--- src/rtl/delay_line_arbiter.sv ---
// Shares one external Queue2 delay line among 4 requesters.
// Round-robin grant with per-requester credits.
// A tag pipe runs in lockstep with the line, so each sample leaves tagged.
// Ports:
//   clock, reset        : clock, sync active-high reset
//   req_valid/req_ready : per-requester handshake
//   req_data            : requester i data at [i*WIDTH +: WIDTH]
//   q_in / q_out        : to/from the Queue2 instance
//   out_valid/out_tag   : delayed sample is real, and its source
//   out_data            : q_out passed through
//   busy                : any requester has samples in flight
module delay_line_arbiter #(
  parameter int              WIDTH   = 8,
  parameter int              DEPTH   = 16,
  parameter logic [WIDTH-1:0] INIT   = '0,
  parameter int              CREDITS = 2
) (
  input  logic               clock,
  input  logic               reset,
  input  logic [3:0]         req_valid,
  input  logic [4*WIDTH-1:0] req_data,
  output logic [3:0]         req_ready,
  output logic [WIDTH-1:0]   q_in,
  input  logic [WIDTH-1:0]   q_out,
  output logic               out_valid,
  output logic [1:0]         out_tag,
  output logic [WIDTH-1:0]   out_data,
  output logic               busy
);

  localparam int CW = $clog2(CREDITS + 1);

  logic [1:0]       ptr;
  logic [CW-1:0]    cnt [4];
  logic [DEPTH-1:0] vpipe;
  logic [1:0]       tpipe [DEPTH];

  logic [3:0] elig;
  logic [3:0] leave;
  logic [1:0] idx;
  logic       grant_any;
  logic [1:0] grant_idx;

  assign out_valid = vpipe[DEPTH-1];
  assign out_tag   = tpipe[DEPTH-1];
  assign out_data  = q_out;

  always_comb begin
    busy = 1'b0;
    for (int i = 0; i < 4; i++)
      busy = busy | (cnt[i] != '0);
  end

  // A slot being freed this cycle can be reused in the same cycle,
  // so a full requester is released on the edge its sample leaves.
  always_comb begin
    grant_any = 1'b0;
    grant_idx = '0;
    req_ready = '0;
    idx       = '0;
    for (int i = 0; i < 4; i++) begin
      leave[i] = out_valid && (out_tag == 2'(i));
      elig[i]  = !reset && req_valid[i] &&
                 ((cnt[i] < CW'(CREDITS)) || leave[i]);
    end
    for (int k = 0; k < 4; k++) begin
      idx = ptr + 2'(k);
      if (!grant_any && elig[idx]) begin
        grant_any = 1'b1;
        grant_idx = idx;
      end
    end
    if (grant_any)
      req_ready[grant_idx] = 1'b1;
  end

  always_comb begin
    q_in = INIT;
    if (grant_any)
      q_in = req_data[grant_idx*WIDTH +: WIDTH];
  end

  always_ff @(posedge clock) begin
    if (reset) begin
      ptr   <= '0;
      vpipe <= '0;
      for (int s = 0; s < DEPTH; s++)
        tpipe[s] <= '0;
      for (int i = 0; i < 4; i++)
        cnt[i] <= '0;
    end else begin
      if (grant_any)
        ptr <= grant_idx + 2'd1;
      vpipe    <= {vpipe[DEPTH-2:0], grant_any};
      tpipe[0] <= grant_idx;
      for (int s = 1; s < DEPTH; s++)
        tpipe[s] <= tpipe[s-1];
      for (int i = 0; i < 4; i++) begin
        if (req_ready[i] && !leave[i])
          cnt[i] <= cnt[i] + CW'(1);
        else if (leave[i] && !req_ready[i])
          cnt[i] <= cnt[i] - CW'(1);
      end
    end
  end

endmodule

--- config.mk ---
export PLATFORM = sky130hd
export DESIGN_NAME = delay_line_arbiter
export DESIGN_NICKNAME = d
export VERILOG_FILES = /design/src/rtl/delay_line_arbiter.sv
export SDC_FILE = /design/constraint.sdc
export NUM_CORES = 1
export LEC_CHECK = 0
export ABC_AREA = 1
export BUFFER_PORTS_ARGS = -buffer_cell sky130_fd_sc_hd__buf_2
export CAP_MARGIN = 20
export CORE_MARGIN = 3
export CORE_UTILIZATION = 57
export CTS_CLUSTER_SIZE = 28
export DETAILED_ROUTE_END_ITERATION = 6
export HOLD_SLACK_MARGIN = 0.12
export PLACE_DENSITY_LB_ADDON = 0.08
export SYNTH_ARGS = -nofsm -noshare
export SYNTH_HDL_FRONTEND = slang
export SYNTH_SLANG_ARGS = --single-unit
--- constraint.sdc ---
create_clock -name clock -period 4 [get_ports clock]
set_clock_uncertainty 0.2 [all_clocks]
set_input_delay 0.8 -clock clock [delete_from_list [all_inputs] [get_ports clock]]
set_output_delay 0.8 -clock clock [all_outputs]
set_load 0.05 [all_outputs]
## Word-level counts from Yosys, hierarchy flattened

Memory sizes are Yosys's and may differ from the RTL's.
Cells that the tools add are included.

| word-level totals | value |
|---|---|
| memories | 2 |
| bits in latches | 0 |
| bits in writable memories | 40 |
| word-level logic and storage cells | 177 |
| register bits | 18 |
| ROM bits | 0 |
| input port bits | 46 |
| output and inout port bits | 24 |

Memory list:

| name | depth | width | rd ports | clocked after Yosys merged registers in | wr ports | line | source |
|---|---|---|---|---|---|---|---|
| tpipe | 16 | 2 | 16 | 0 | 16 | 36 | `logic [1:0] tpipe [DEPTH];` |
| cnt | 4 | 2 | 4 | 0 | 4 | 34 | `logic [CW-1:0] cnt [4];` |

| operators by class | value |
|---|---|
| add/subtract/negate cells | 12 |
| div/mod/pow operators | 0 |
| reduce and logical (&&, ||, !) cells | 45 |
| multiplexer cells | 75 |
| shifts and indexed selects | 1 |
| eq/ne operators | 3 |
| multipliers | 0 |
| bitwise logic cells | 27 |
| magnitude comparators | 10 |

Operators with widths:

| operator | count |
|---|---|
| $mux 2 | 28 |
| $mux 1 | 40 |
| $shiftx 32x6->8 | 1 |
| $or 1x1->1 | 27 |
| $logic_and 1x1->1 | 24 |
| $lt 2x3->1 const B | 5 |
| $add 2x1->2 const B | 6 |
| $logic_not 1->1 | 12 |
| $bmux 1 s2 | 4 |
| $lt 2x2->1 const B | 4 |
| $mux 8 | 1 |
| $reduce_bool 2->1 | 4 |
| $sub 2x1->2 const B | 4 |
| $add 2x2->2 const B | 2 |
| $eq 2x2->1 const B | 2 |
| $logic_or 1x1->1 | 4 |
| $mux 4 | 1 |
| $demux 1 s2 | 1 |
| $eq 2x1->1 const B | 1 |
| $ge 2x1->1 const B | 1 |
| $logic_not 2->1 | 1 |

## Longest topological paths before layout

| logic depth | value |
|---|---|
| word-level depth | 28 |
| depth in mapped cells | 18 |

## Least setup slack after synthesis

No wires, ideal clock.

| path | value |
|---|---|
| kind | input port to output port |
| from | in reset |
| to | out q_in[0] |
| arrival time | 2.903 ns |
| slack | 0.097 ns |
| cell stages on the path | 15 |
| cell sequence | buf_2 > nor2_1 > nand3_2 > nand2_2 > nand2_1 > nand2_2 > nand2_2 > nand3_1 > nand2_2 > inv_2 > nand2_4 > buf_8 > nand2_1 > nand3_1 > a21oi_1 |

| between the ends | value |
|---|---|
| longest elaborated chain between the ends | 17 |
| elaborated cells on any way between the ends | 33 |

RTL lines:

| element | line | source |
|---|---|---|
| start, declared | 19 | `input logic reset,` |
| $logic_not 1->1 (*) | 63 | `elig[i] = !reset && req_valid[i] &&` |
| $logic_and 1x1->1 (2 in a row) | 63 |  |
| $bmux 1 s2 | 68 | `if (!grant_any && elig[idx]) begin` |
| $mux 1 (not written as such) | 68 |  |
| $mux 1 | 68 |  |
| $logic_not 1->1 | 68 |  |
| $logic_and 1x1->1 | 68 |  |
| $mux 1 | 68 |  |
| $logic_not 1->1 | 68 |  |
| $logic_and 1x1->1 | 68 |  |
| $mux 1 | 68 |  |
| $logic_not 1->1 | 68 |  |
| $logic_and 1x1->1 | 68 |  |
| $mux 2 | 68 |  |
| $shiftx 32x6->8 | 80 | `q_in = req_data[grant_idx*WIDTH +: WIDTH];` |
| $mux 8 (*) | 79 | `if (grant_any)` |
| end, declared | 23 | `output logic [WIDTH-1:0] q_in,` |

Every way passes the cells marked *; elsewhere a longest branch is shown, timed or not. The select of a mux whose other input is x is not followed.

## Final worst setup path

| path | value |
|---|---|
| from | in reset |
| to | out q_in[1] |

The elaborated chain is that of the path after synthesis.

==> run_results.csv <==
group,metric,value,unit
run_status,status,"finished clean",
detailed_routing,wl_per_cell,10.1,um
worst_setup_path,critPathLaunchType,"input port",
sta,max_clock_freq,265,MHz
global_routing,grt_busiest_layer,"met2",
worst_setup_path,cpPeakStageDelay,0.28,ns
run,cap_violations,0,
placement,post-place-ws,0.168,ns
worst_setup_path,cp.depth,15,
worst_setup_path,critical_path.top_delay_family,"simple AND/OR/NAND/NOR gates",
global_routing,grt.met3_usage,8.04,%
yosys,avgSynthCellArea,7.12,um^2
sta,fin_crit_sh,94.5,%
detailed_routing,drtIter0Drc,122,
global_routing,gr-usage-met2,31.5,%
worst_setup_path,cp-end-kind,"primary output",
sta,hold_viol_final,0,
finish,finalNetCount,489,
global_routing,grt_max_degree,40,
worst_setup_path,cp.required,3.00,ns
clock_tree,cts_made_buffers,9,
finish,fillCellCount,400,
worst_setup_path,path_buf_inv,2,
yosys,synth_nets,443,
worst_setup_path,crit_type,"input port to primary output",
floorplanning,start_util,61.8,%
yosys,synth_warnings,0,
power,powerDensity,974,nW/um^2
global_routing,antenna_found_initial,0,
sta,max_slew.worst_pin.slew,0.362,ns
global_routing,grt_pass1_vias,2233,
power,ir_drop,0.000934,V
clock_tree,cts_tree,"yes",
sta,worst_hold_slack,0.196,ns
detailed_routing,via_count,2360,
worst_setup_path,cp_slowest_cell,"buf_2",
worst_setup_path,cp.arrival,2.78,ns
finish,n_antenna_cell,0,
placement,gp_congestion,0.877,
detailed_routing,drc_errors,0,
global_routing,grt.total_usage,19.1,%
clock_tree,clk_latency,0.32,ns
sta,report.final.slew_viol_count,0,
finish,layout-drive-gt1-share,24.4,%
clock_tree,clkTransAtPathRegs,0.06,ns
global_routing,use_met1,22.9,%
yosys,yosysUniqueCellTypes,30,
sta,slew_headroom,75.8,%
worst_hold_path,whs_path_depth,2,
finish,post-route-util,71.6,%
placement,dp_hpwl,3770,um
finish,area_delta_synth_final,15.8,%
sta,finalSetupViolations,0,
clock_tree,h-tree-depth,3,
clock_tree,cts_hold_buf,0,
worst_setup_path,cpMostUsedCell,"nand2_1",
sta,finalCriticalPeriod,3.78,ns
detailed_routing,ant_nets,0,
power,power.leakage,0.00168,uW
detailed_routing,drt-total-wl,5150,um
floorplanning,row_count,24,
global_routing,grt_pass1_wl,9200,um
floorplanning,core_area,4560,um^2
floorplanning,dieArea,5830,um^2
clock_tree,ctsLongestPathBuffers,2,
floorplanning,io_pins,70,
detailed_routing,first_pass_iters,4,
detailed_routing,vias_per_cell,4.61,
clock_tree,ctsRootBufferMaster,"clkbuf_8",
yosys,syn_area,2820,um^2
global_routing,overflow,0,
yosys,yosysSeqAreaShare,44.0,%
yosys,synth-seq-cells,58,
worst_hold_path,min_path_type,"register to register",
worst_setup_path,r2r_cells,13,
yosys,syn_inst,396,
floorplanning,die_w,76.4,um
worst_setup_path,cp_max_fo,19,
clock_tree,clock-sinks,58,
worst_setup_path,path_cells,"buf_2 > nor2_1 > nand3_2 > nand2_1 > nand2_1 > nand2_2 > nand2_2 > nand3_1 > nand2_2 > nor2_8 > nand2_1 > nand2_1 > nand2_1 > a21oi_1 > buf_2",
sta,fin_ws,0.222,ns
placement,port_buffers,53,
floorplanning,dieHeight,76.4,um
sta,setup_tns,0,ns
power,p_total,3180,uW
-- worst register-to-register path: cells and delay by family, from the launching register on --
family | cells | cell delay [ns]
buffers and inverters | 3 | 0.45
DFF | 1 | 0.51
and+or+nand+nor | 10 | 1.14
-- sequential cells by signal (all words and copies together), names as in the netlist --
register and flops:
cnt 8, ptr 2, tpipe 32, vpipe 16
-- Yosys cell counts --
| library cell | instances | share of area (%) |
|---|---|---|
| o21ai_1 | 1 | 0.18 |
| dfxtp_1 | 50 | 35 |
| inv_2 | 6 | 0.80 |
| ha_1 | 1 | 0.44 |
| nand3_2 | 8 | 2.8 |
| xnor2_2 | 1 | 0.58 |
| a21oi_1 | 10 | 1.8 |
| nand2_1 | 88 | 12 |
| nor2_1 | 60 | 8.0 |
| buf_4 | 11 | 2.9 |
| nor2_8 | 1 | 0.71 |
| buf_2 | 1 | 0.18 |
| nand2_4 | 1 | 0.40 |
| clkbuf_1 | 4 | 0.53 |
| buf_1 | 1 | 0.13 |
| buf_6 | 4 | 1.6 |
| nand4_1 | 3 | 0.67 |
| clkinv_1 | 1 | 0.13 |
| nand2_2 | 15 | 3.3 |
| xor2_1 | 1 | 0.31 |
| nand3_1 | 28 | 5.0 |
| a31oi_1 | 1 | 0.22 |
| buf_8 | 1 | 0.53 |
| o21ai_0 | 1 | 0.18 |
| nand3b_1 | 2 | 0.53 |
| edfxtp_1 | 8 | 8.5 |
| inv_1 | 83 | 11 |
| nor2_2 | 2 | 0.44 |
| nor3_4 | 1 | 0.58 |
| a21oi_2 | 1 | 0.31 |
-- stage by stage --
stage               cells  area, um^2
floorplan             396        2820
global placement      494        3020
detailed placement    494        3020
CTS                   510        3240
global route          512        3270
finish                512        3270
-- routing by layer --
metal / vias up / part of all wire, % / wire (um)
li1: 1245 / - / -
met1: 1043 / 45 / 2300
met2: 66 / 49 / 2500
met3: 6 / 6.3 / 323
met4: 0 / 0.52 / 27
met5: - / 0 / 0
-- placed cells by master, fill, tap and decap left out --
cell       instances
nand2_1           88
inv_1             83
nor2_1            60
buf_2             51
dfxtp_1           50
nand3_1           27
nand2_2           15
clkbuf_8          14
a21oi_1           10
nand3_2            9
edfxtp_1           8
inv_2              6
buf_4              4
nand4_1            3
nand3b_1           2
clkbuf_4           2
xnor2_2            1
nor3_4             1
o21ai_1            1
nor2_4             1
nor2_8             1
nand2_4            1
a21oi_2            1
clkinv_1           1
o21ai_0            1
a31oi_1            1
nor2_2             1
xor2_1             1
ha_1               1
clkbuf_1           1
clkbuf_16          1
-- timing repair --
item,4_1_cts,5_1_grt
buffers inserted,0,2
setup endpoints to repair,0,8
gates resized for setup,0,4
-- final timing paths --
| kind | from | slack, ns | endpoint |
|---|---|---|---|
| max | reset | 0.22 | q_in[1] |
| min | tpipe[1][1]$_SDFF_PP0_ | 0.20 | tpipe[1][3]$_SDFF_PP0_ |
| max reg2reg | ptr[0]$_SDFFE_PP0P_ | 1.40 | cnt[2][0]$_SDFFCE_PN0P_ |
| min reg2reg | tpipe[1][1]$_SDFF_PP0_ | 0.20 | tpipe[1][3]$_SDFF_PP0_ |
-- final cells by class --
type | instances | area [um^2] | share of cell area [%]
Multi-Input combinational cell | 226 | 1090 | 33.2
Sequential cell | 58 | 1240 | 38.0
Timing Repair Buffer | 57 | 300 | 9.19
Clock buffer | 16 | 221 | 6.78
Inverter | 90 | 338 | 10.3
Tap cell | 65 | 81.3 | 2.49
-- kinds of logic (layout without fill, tap and decap cells) --
family | Yosys count | count (layout) | share of synthesized area (%)
flip-flops | 58 | 58 | 44.0
adder cells (fa/ha/maj) | 1 | 1 | 0.443
AND/OR/NAND/NOR | 209 | 209 | 34.1
buffers and inverters | 112 | 163 | 17.9
XOR/XNOR | 2 | 2 | 0.887
AO/OA/AOI/OAI | 14 | 14 | 2.66
-- power breakdown --
group	switching [uW]	internal (uW)	leakage (uW)	total [uW]
registers	55.7	687	0.000489	743
clock network	206	348	0.000114	554
logic	1370	521	0.00108	1890
No activity file was read; power rests on OpenSTA's default activity.
